==> config.mk <==
export PLATFORM = sky130hd
export DESIGN_NAME = ex_mem_pipe_stage
export DESIGN_NICKNAME = d
export VERILOG_FILES = /design/src/rtl/ex_mem_pipe_stage.sv
export SDC_FILE = /design/constraint.sdc
export NUM_CORES = 1
export LEC_CHECK = 0
export CORE_ASPECT_RATIO = 0.5
export CORE_MARGIN = 4
export CORE_UTILIZATION = 45
export DETAILED_ROUTE_END_ITERATION = 7
export PLACE_DENSITY = 0.78
export SETUP_SLACK_MARGIN = 0.15
export SYNTH_ARGS = -nofsm -noshare
export SYNTH_HDL_FRONTEND = slang
export SYNTH_SLANG_ARGS = --single-unit
==> constraint.sdc <==
create_clock -name clk -period 2.3 [get_ports clk]
set_clock_uncertainty 0.15 [all_clocks]
set_input_delay 0.345 -clock clk [delete_from_list [all_inputs] [get_ports clk]]
set_output_delay 0.345 -clock clk [all_outputs]
set_load 0.1 [all_outputs]
==> src/rtl/ex_mem_pipe_stage.sv <==
// EX/MEM pipeline stage: parametrised payload register with valid/ready flow control,
// synchronous flush, bubble squashing and an optional two-entry skid buffer.
module ex_mem_pipe_stage #(
  parameter int DATA_W = 32,
  parameter int REG_W  = 5,
  parameter int CTRL_W = 4,
  parameter int SKID   = 1
) (
  input  logic              clk,
  input  logic              reset,
  input  logic              flush,
  input  logic              in_valid,
  output logic              in_ready,
  input  logic [CTRL_W-1:0] in_ctrl,
  input  logic [DATA_W-1:0] in_alu,
  input  logic [DATA_W-1:0] in_wdata,
  input  logic [REG_W-1:0]  in_wreg,
  output logic              out_valid,
  input  logic              out_ready,
  output logic [CTRL_W-1:0] out_ctrl,
  output logic [DATA_W-1:0] out_alu,
  output logic [DATA_W-1:0] out_wdata,
  output logic [REG_W-1:0]  out_wreg,
  output logic [1:0]        occupancy,
  output logic [1:0]        dbgState
);

  localparam int PW = CTRL_W + 2 * DATA_W + REG_W;

  typedef enum logic [1:0] {
    EMPTY = 2'd0,
    ONE   = 2'd1,
    FULL  = 2'd2
  } stateT;

  stateT         state, nextState;
  logic [PW-1:0] mainQ, skidQ, mainNext, skidNext, inPkt;
  logic          readyQ, accept, pop, outValid;

  // Handshake: a transfer happens on a rising edge where valid and ready are both high;
  // valid never waits on ready, and payload is don't-care while valid is low.
  assign inPkt    = {in_ctrl, in_alu, in_wdata, in_wreg};
  assign outValid = (state != EMPTY);
  assign in_ready = (SKID != 0) ? readyQ : (!outValid || out_ready);
  assign accept   = in_valid && in_ready;
  assign pop      = outValid && out_ready;

  // With SKID=0 in_ready forces accept-in-ONE to coincide with pop, so FULL is unreachable.
  always_comb begin
    nextState = state;
    mainNext  = mainQ;
    skidNext  = skidQ;
    if (flush) begin
      nextState = EMPTY;
    end else begin
      case (state)
        EMPTY: begin
          if (accept) begin
            nextState = ONE;
            mainNext  = inPkt;
          end
        end
        ONE: begin
          if (accept && pop) begin
            mainNext = inPkt;
          end else if (accept) begin
            nextState = FULL;
            skidNext  = inPkt;
          end else if (pop) begin
            nextState = EMPTY;
          end
        end
        FULL: begin
          if (pop) begin
            nextState = ONE;
            mainNext  = skidQ;
          end
        end
        default: nextState = EMPTY;
      endcase
    end
  end

  always_ff @(posedge clk or negedge reset) begin
    if (!reset) begin
      state  <= EMPTY;
      mainQ  <= '0;
      skidQ  <= '0;
      readyQ <= 1'b0;
    end else begin
      state  <= nextState;
      mainQ  <= mainNext;
      skidQ  <= skidNext;
      readyQ <= (nextState != FULL);
    end
  end

  assign out_valid = outValid;
  assign out_ctrl  = outValid ? mainQ[PW-1 -: CTRL_W] : '0;
  assign out_alu   = mainQ[PW-CTRL_W-1 -: DATA_W];
  assign out_wdata = mainQ[REG_W +: DATA_W];
  assign out_wreg  = mainQ[REG_W-1:0];
  assign dbgState  = state;

  always_comb begin
    occupancy = 2'd0;
    case (state)
      ONE:     occupancy = 2'd1;
      FULL:    occupancy = 2'd2;
      default: occupancy = 2'd0;
    endcase
  end

endmodule

Word level (Yosys, flattened, before mapping):

Index checks and enable logic that the tools add are counted.
Widths: inputs -> output; s select.

* muxes and demuxes: 13
* reduce and logical (&&, ||, !) cells: 8
* eq/ne operators: 6
* bitwise gates (word level): 2

Operators with widths (number)
* $mux 73: 3
* $pmux 73 s3: 1
* $mux 2: 6
* $ne 2x2->1 const B: 4
* $pmux 2 s3: 1
* $reduce_and 5->1: 1
* $mux 4: 1
* $pmux 2 s2: 1
* $reduce_and 4->1: 1
* $logic_and 1x1->1: 3
* $reduce_bool 3->1: 1
* $eq 2x1->1 const B: 1
* $eq 2x2->1 const B: 1
* $logic_not 2->1: 1
* $not 1->1: 2
* $reduce_bool 2->1: 1

* logic and storage cells: 33
* bits in registers: 149
* output and inout bits: 79

Logic depth before layout (Yosys ltp):

Gate-level depths: netlist of run 1.

* depth after elaboration: 8
* gate-level depth with buffers: 8

Least setup slack after synthesis of run 1:

OpenSTA, ideal clock, no wires.

* path type: reg-to-output
* start point: register state[1] (netlist: dbgState[1])
* end point: output out_ctrl[0]
* stages on the path, launching flop included: 4
* slack: -926 ps
* data required time: 1805 ps
* arrival: 2731 ps
* cell sequence: dfrtp_1 -> clkbuf_1 -> nor2_1 -> nor2b_1

* word-level cells in the longest chain between the ends: 2

RTL lines
* start, declared: line 36 `stateT state, nextState;`
* start signal, assigned: line 91 `state <= nextState;`
* $reduce_bool 2->1: line 43 `assign outValid = (state != EMPTY);`
* $mux 4: line 99 `assign out_ctrl = outValid ? mainQ[PW-1 -: CTRL_W] : '0;`
* end, declared: line 20 `output logic [CTRL_W-1:0] out_ctrl,`

Every way passes these cells.

Worst setup path in the final report of run 1:

* start point: register state[1] (netlist: dbgState[1])
* end point: output occupancy[1]

* word-level cells in the longest chain between the ends: 2

RTL lines
* $eq 2x2->1 / $eq 2x1->1 (equally long branches): line 107 `case (state)`
* $pmux 2 s2 *: line 107
* end, declared: line 24 `output logic [1:0] occupancy,`

Mark *: on every way between the ends. The rest lies on a longest branch, timed or not.

==> impl_metrics.env, run 1 <==
export IMPL_syn2layout_area_growth_pct=26.7
export IMPL_synthTopCellsByCount="dfrtp_1 (149), nand2_1 (75), mux2i_1 (74)"
export IMPL_synth_distinct_cells=22
export IMPL_pin_count=157
export IMPL_grt_pass1_wl_um=22700
export IMPL_crit_fanout=10
export IMPL_hold_viol_final=0
export IMPL_drt_wl_total_um=14200
export IMPL_power_density_nw_per_um2=1130
export IMPL_firstDrtPassIters=4
export IMPL_cap_viol_max_count=0
export IMPL_initial_core_util_pct=47.1
export IMPL_antenna_found_initial=0
export IMPL_ys_ff_latch=149
export IMPL_clkLatencyLatePin_ns=0.41
export IMPL_syn_area_um2=7000
export IMPL_drv_slew=0
export IMPL_wl_met3_um=613
export IMPL_critPathArrivalTime_ns=1.53
export IMPL_root_buffer="clkbuf_16"
export IMPL_p_switching_mw=3.90
export IMPL_ant_nets=0
export IMPL_dieHeight_um=96.2
export IMPL_crit_type="flip-flop to output pin"
export IMPL_cp_end_kind="output pin"
export IMPL_synth_edf_count=0
export IMPL_seqPwrFrac_pct=36.5
export IMPL_rr_worst_depth=4
export IMPL_ir_drop_v=0.000507
export IMPL_synth_cells=565
export IMPL_register_area_um2=3740
export IMPL_slew_headroom_pct=63.6
export IMPL_met1Wirelength_um=6240
export IMPL_grt_setup_unrepaired="false"
export IMPL_die_area_um2=17700
export IMPL_path_clk_slew_ns=0.06
export IMPL_tightest_slew_ns=0.546
export IMPL_synth_area_leaders="dfrtp_1 (53%), mux2_4 (13%), mux2i_1 (11%)"
export IMPL_synth_net_count=643
export IMPL_drive_gt1_share_pct=32.0
export IMPL_avgSynthCellArea_um2=12.4
export IMPL_finalCriticalPeriod_ns=2.03
export IMPL_grt_overflow=0
export IMPL_port_buffers=156
export IMPL_die_w_um=184
export IMPL_drt_initial_drc_count=145
export IMPL_yosys_area_top_type="dfrtp_1"
export IMPL_grt_pass1_vias=4449
export IMPL_cts_tree="done"
export IMPL_wl_met2_um=7140
export IMPL_synth_top_area_share_pct=53.3
export IMPL_yosysMostFrequentCell="dfrtp_1"
export IMPL_internal_power_mw=6.10
export IMPL_cts_buffer_depth=2
export IMPL_drc=0
export IMPL_htreeDepth=4
export IMPL_cts_sinks=149
export IMPL_startpoint_type="flip-flop"
export IMPL_ys_seq_area_share_pct=53.3
export IMPL_fin_ws_ns=0.274
export IMPL_pwr_share_comb_pct=35.2
export IMPL_outcome="complete, no violations"
export IMPL_cts_resized_gates=0
export IMPL_netSwitchingFraction_pct=39.0
export IMPL_multi_input_area_um2=2570
export IMPL_vias=4226
export IMPL_wl_per_cell_um=16.3
export IMPL_grt_max_degree=67
export IMPL_viasPerCell=4.88
export IMPL_hpwlAfterDp_um=9800
export IMPL_holdBufCountCts=1
export IMPL_nFillCells=1215
export IMPL_final_nets=733
export IMPL_hold_class="primary input to asynchronous set/reset pin"
export IMPL_place_ws_ns=-0.0801
export IMPL_grtUsageTotal_pct=16.3
export IMPL_cp_required_ns=1.80
export IMPL_antenna_cells=0
export IMPL_cts_buffers=17
export IMPL_synth_warnings=0
export IMPL_routabilityCongestion=0.718
export IMPL_fin_crit_sh_pct=88.1
export IMPL_whs_ns=0.303
export IMPL_core_rowCount=31
export IMPL_synth_flop_cell="dfrtp_1"
export IMPL_rrSetupSlack_ns=0.29
export IMPL_async_reset_ff_share_pct=100
export IMPL_top_layer="met4"
export IMPL_pwr_share_clk_pct=28.4
export IMPL_fp_coreArea_um2=14900
export IMPL_max_freq_ghz=0.494
export IMPL_leakagePower_nw=4.69
export IMPL_post_cts_buffers=0
export IMPL_setup_viol=0
[sequential cells by signal, indices dropped and copies added, names as in the netlist]
signal    cells
mainQ        73
skidQ        73
dbgState      2
in_ready      1
[stage by stage]
step                      TNS, ns  total power [mW]  instances  util [%]  area [µm²]
final                           0              10.0        866      59.7        8870
after global routing            0              10.4        866      59.7        8870
after CTS                       0              10.1        866      59.7        8870
after detailed placement    -3.26              7.23        833      55.5        8250
after global placement      -3.50              7.14        833      55.5        8250
after floorplan                 0              6.67        565         -        7050
[critical path, cell delays in order (launching register included)]
cell,delay [ns]
dfrtp_4,0.55
nand2b_4,0.24
clkinvlp_4,0.15
buf_12,0.18
[layout make-up]
type                       count  area share (%)
tap                          198            2.79
timing repair buffer         174            19.1
clock buffer                  20            5.26
clock inverter                12            1.61
multi-input combinational    310            28.9
sequential                   149            42.2
inverter                       3           0.169
[final timing paths]
path,start,endpoint
setup / recovery,dbgState[1],occupancy[1]
hold / removal,reset,mainQ[57]
setup reg to reg,dbgState[0],skidQ[64]
hold reg to reg,mainQ[71],mainQ[71]
max in group asynchronous,reset,skidQ[62]
min in group clk,mainQ[71],mainQ[71]
[routing by layer]
metal / GRT usage (%) / vias up
met5: 0 / -
met4: 5.17 / 0
met2: 28.4 / 77
met3: 3.93 / 14
met1: 20.4 / 2103
li1: - / 2032
[logic make-up after synthesis]
| kind of cell | synth area share, % |
|---|---|
| DFF | 53.3 |
| muxes | 25.5 |
| buffers and inverters | 10.4 |
| and+or+nand+nor | 5.08 |
| AOI/OAI and AO/OA | 5.74 |
[power by group through the flow]
stage               Sequential, mW  Combinational (mW)  Clock, mW
detailed placement            3.68                3.55          0
finish                        3.65                3.52       2.84
global placement              3.66                3.49          0
CTS                           3.65                3.55       2.91
floorplan                     3.58                3.09          0
global route                  3.73                3.68       3.03
[placed cells by master, fill, tap and decap left out, types with 5 or more instances in the layout]
cell	synthesis	final
buf_12	0	15
buf_4	69	81
clkbuf_16	0	17
clkdlybuf4s50_1	0	76
clkinvlp_4	0	5
dfrtp_1	149	146
mux2_2	14	14
mux2_4	59	59
mux2i_1	74	74
nand2_1	75	75
nor2b_2	0	5
o21ai_0	67	67
o21ai_1	6	6
Power figures use the tool's default switching activity.
==> inputs of run 2 (changes only) <==
--- a/config.mk
+++ b/config.mk
@@ -5,6 +5,7 @@
 export SDC_FILE = /design/constraint.sdc
 export NUM_CORES = 1
 export LEC_CHECK = 0
+export ABC_CLOCK_PERIOD_IN_PS = 2300
 export CORE_ASPECT_RATIO = 0.5
 export CORE_MARGIN = 4
 export CORE_UTILIZATION = 45
==> results of run 2 <==
No change in the layout: final DEF, timing and power equal those of run 1.
==> inputs of run 3 (changes only) <==
--- a/config.mk
+++ b/config.mk
@@ -9,8 +9,10 @@
 export CORE_ASPECT_RATIO = 0.5
 export CORE_MARGIN = 4
 export CORE_UTILIZATION = 45
+export CTS_CLUSTER_DIAMETER = 80
 export DETAILED_ROUTE_END_ITERATION = 7
-export PLACE_DENSITY = 0.78
+export DONT_BUFFER_PORTS = 1
+export PLACE_DENSITY = 0.66
 export SETUP_SLACK_MARGIN = 0.15
 export SYNTH_ARGS = -nofsm -noshare
 export SYNTH_HDL_FRONTEND = slang
==> impl_metrics.env, run 3 (same netlist as run 1, synthesis figures left out) <==
export IMPL_outcome="finished with violations"
export IMPL_violations="hold timing"
export IMPL_die_w_um=184
export IMPL_cp_slowest_stage_delay_ns=0.42
export IMPL_final_common_cell="dfrtp_1"
export IMPL_leakagePower_nw=4.62
export IMPL_firstDrtPassIters=4
export IMPL_clkLatencyLatePin_ns=0.41
export IMPL_grt_overflow=0
export IMPL_hold_class="primary input to asynchronous set/reset pin"
export IMPL_holdBufCountCts=76
export IMPL_cp_end_kind="output pin"
export IMPL_fp_coreArea_um2=14900
export IMPL_dieHeight_um=96.2
export IMPL_cap_viol_max_count=0
export IMPL_p_switching_mw=3.84
export IMPL_routabilityCongestion=0.726
export IMPL_pwr_share_comb_pct=36.0
export IMPL_nFillCells=1208
export IMPL_fin_crit_sh_pct=91.7
export IMPL_drc=0
export IMPL_pin_count=157
export IMPL_port_buffers=0
export IMPL_vias=4166
export IMPL_drive_gt1_share_pct=31.4
export IMPL_fin_ws_ns=0.192
export IMPL_crit_fanout=6
export IMPL_grt_pass1_wl_um=23400
export IMPL_core_rowCount=31
export IMPL_setup_viol=0
export IMPL_antenna_cells=0
export IMPL_drt_wl_total_um=14400
export IMPL_cts_sinks=149
export IMPL_rrSetupSlack_ns=0.21
export IMPL_crit_type="flip-flop to output pin"
export IMPL_critPathSlowestCell="dfrtp_4"
export IMPL_grt_max_degree=150
export IMPL_netSwitchingFraction_pct=39.9
export IMPL_finalCriticalPeriod_ns=2.11
export IMPL_viasPerCell=4.84
export IMPL_root_buffer="clkbuf_16"
export IMPL_grt_setup_unrepaired="false"
export IMPL_max_freq_ghz=0.474
export IMPL_htreeDepth=4
export IMPL_wl_per_cell_um=16.8
export IMPL_critPathArrivalTime_ns=1.61
export IMPL_drv_slew=0
export IMPL_power_density_nw_per_um2=1110
export IMPL_path_cells="buf_12 > nor2_1 > buf_4 > nor2b_2 > buf_6"
export IMPL_path_buf_inv=3
export IMPL_startpoint_type="flip-flop"
export IMPL_final_cell_mix="dfrtp_1 (146), buf_4 (79), dlygate4sd3_1 (76)"
export IMPL_seqPwrFrac_pct=37.2
export IMPL_final_nets=727
export IMPL_slew_headroom_pct=74.5
export IMPL_cp_top_family="buffers and inverters"
export IMPL_tightest_slew_ns=0.383
export IMPL_antenna_found_initial=0
export IMPL_path_clk_slew_ns=0.07
export IMPL_cts_tree="done"
export IMPL_hpwlAfterDp_um=8900
export IMPL_hold_viol_final=149
export IMPL_ant_nets=0
export IMPL_internal_power_mw=5.79
export IMPL_syn2layout_area_growth_pct=24.3
export IMPL_die_area_um2=17700
export IMPL_whs_ns=-0.519
export IMPL_place_ws_ns=0.216
export IMPL_initial_core_util_pct=47.1
export IMPL_ir_drop_v=0.000510
export IMPL_finalSetupTns_ns=0
export IMPL_grtUsageTotal_pct=16.7
export IMPL_cts_buffer_depth=2
export IMPL_grt_pass1_vias=4469
export IMPL_pwr_share_clk_pct=26.8
export IMPL_cts_buffers=17
export IMPL_drt_initial_drc_count=147
export IMPL_cp_required_ns=1.80
## run 3: changes by cell type in the layout (fill, tap and decap cells not counted), moves of 2 or more
cell             delta
buf_4               -2
clkinv_4            +3
buf_6               +3
clkdlybuf4s50_1    -76
buf_12              -7
inv_6               -2
bufinv_16           -2
dlygate4sd3_1      +75
## run 3: cell type report
class | instances | area (µm²) | share of cell area (%)
sequential | 149 | 3740 | 43.0
multi-input combinational | 310 | 2570 | 29.5
timing repair buffer | 168 | 1570 | 18.1
clock buffer | 20 | 457 | 5.25
tap | 198 | 248 | 2.85
clock inverter | 12 | 98.8 | 1.14
inverter | 3 | 15.0 | 0.173
## run 3: through the flow
| stage | area [µm²] | hold slack [ns] | utilization, % | instances | power, mW |
|---|---|---|---|---|---|
| floorplan | 7050 | -0.101 | - | 565 | 6.67 |
| global placement | 7330 | -0.0967 | 49.4 | 750 | 6.88 |
| detailed placement | 7330 | -0.0966 | 49.4 | 750 | 6.96 |
| CTS | 8680 | -0.548 | 58.5 | 860 | 9.72 |
| global route | 8700 | -0.558 | 58.6 | 860 | 10.1 |
| finish | 8700 | -0.519 | 58.6 | 860 | 9.63 |
## run 3: routing by layer
metal / up-vias / share of wire [%] / GRT usage (%) / wire, µm
met5: - / 0 / 0 / 0
met4: 0 / 1.1 / 4.43 / 158
met3: 13 / 5.2 / 4.68 / 743
met2: 78 / 50 / 28.7 / 7200
met1: 2056 / 44 / 21.2 / 6310
li1: 2019 / - / - / -
## run 3: what timing repair did
| item | CTS | global route |
|---|---|---|
| resized for setup | 5 | 4 |
| endpoints found under the hold margin | 281 | 149 |
| buffers inserted | 2 | 0 |
| cloned | 0 | 0 |
| endpoints found under the setup margin | 7 | 4 |
## run 3: final timing paths
| path | startpoint | to | depth (start not counted) |
|---|---|---|---|
| max | dbgState[0] | out_ctrl[0] | 5 |
| min | reset | skidQ[49] | 0 |
| max reg2reg | dbgState[1] | skidQ[16] | 3 |
| min reg2reg | mainQ[26] | mainQ[26] | 2 |
| max in group asynchronous | reset | mainQ[13] | 0 |
| min in group clk | in_alu[23] | mainQ[60] | 2 |
## run 3: power groups by stage
stage | Sequential [mW] | Clock, mW | Combinational [mW]
after global placement | 3.59 | 0 | 3.29
after detailed placement | 3.61 | 0 | 3.35
after floorplan | 3.58 | 0 | 3.09
after CTS | 3.57 | 2.67 | 3.48
final | 3.58 | 2.58 | 3.47
after global routing | 3.66 | 2.78 | 3.62
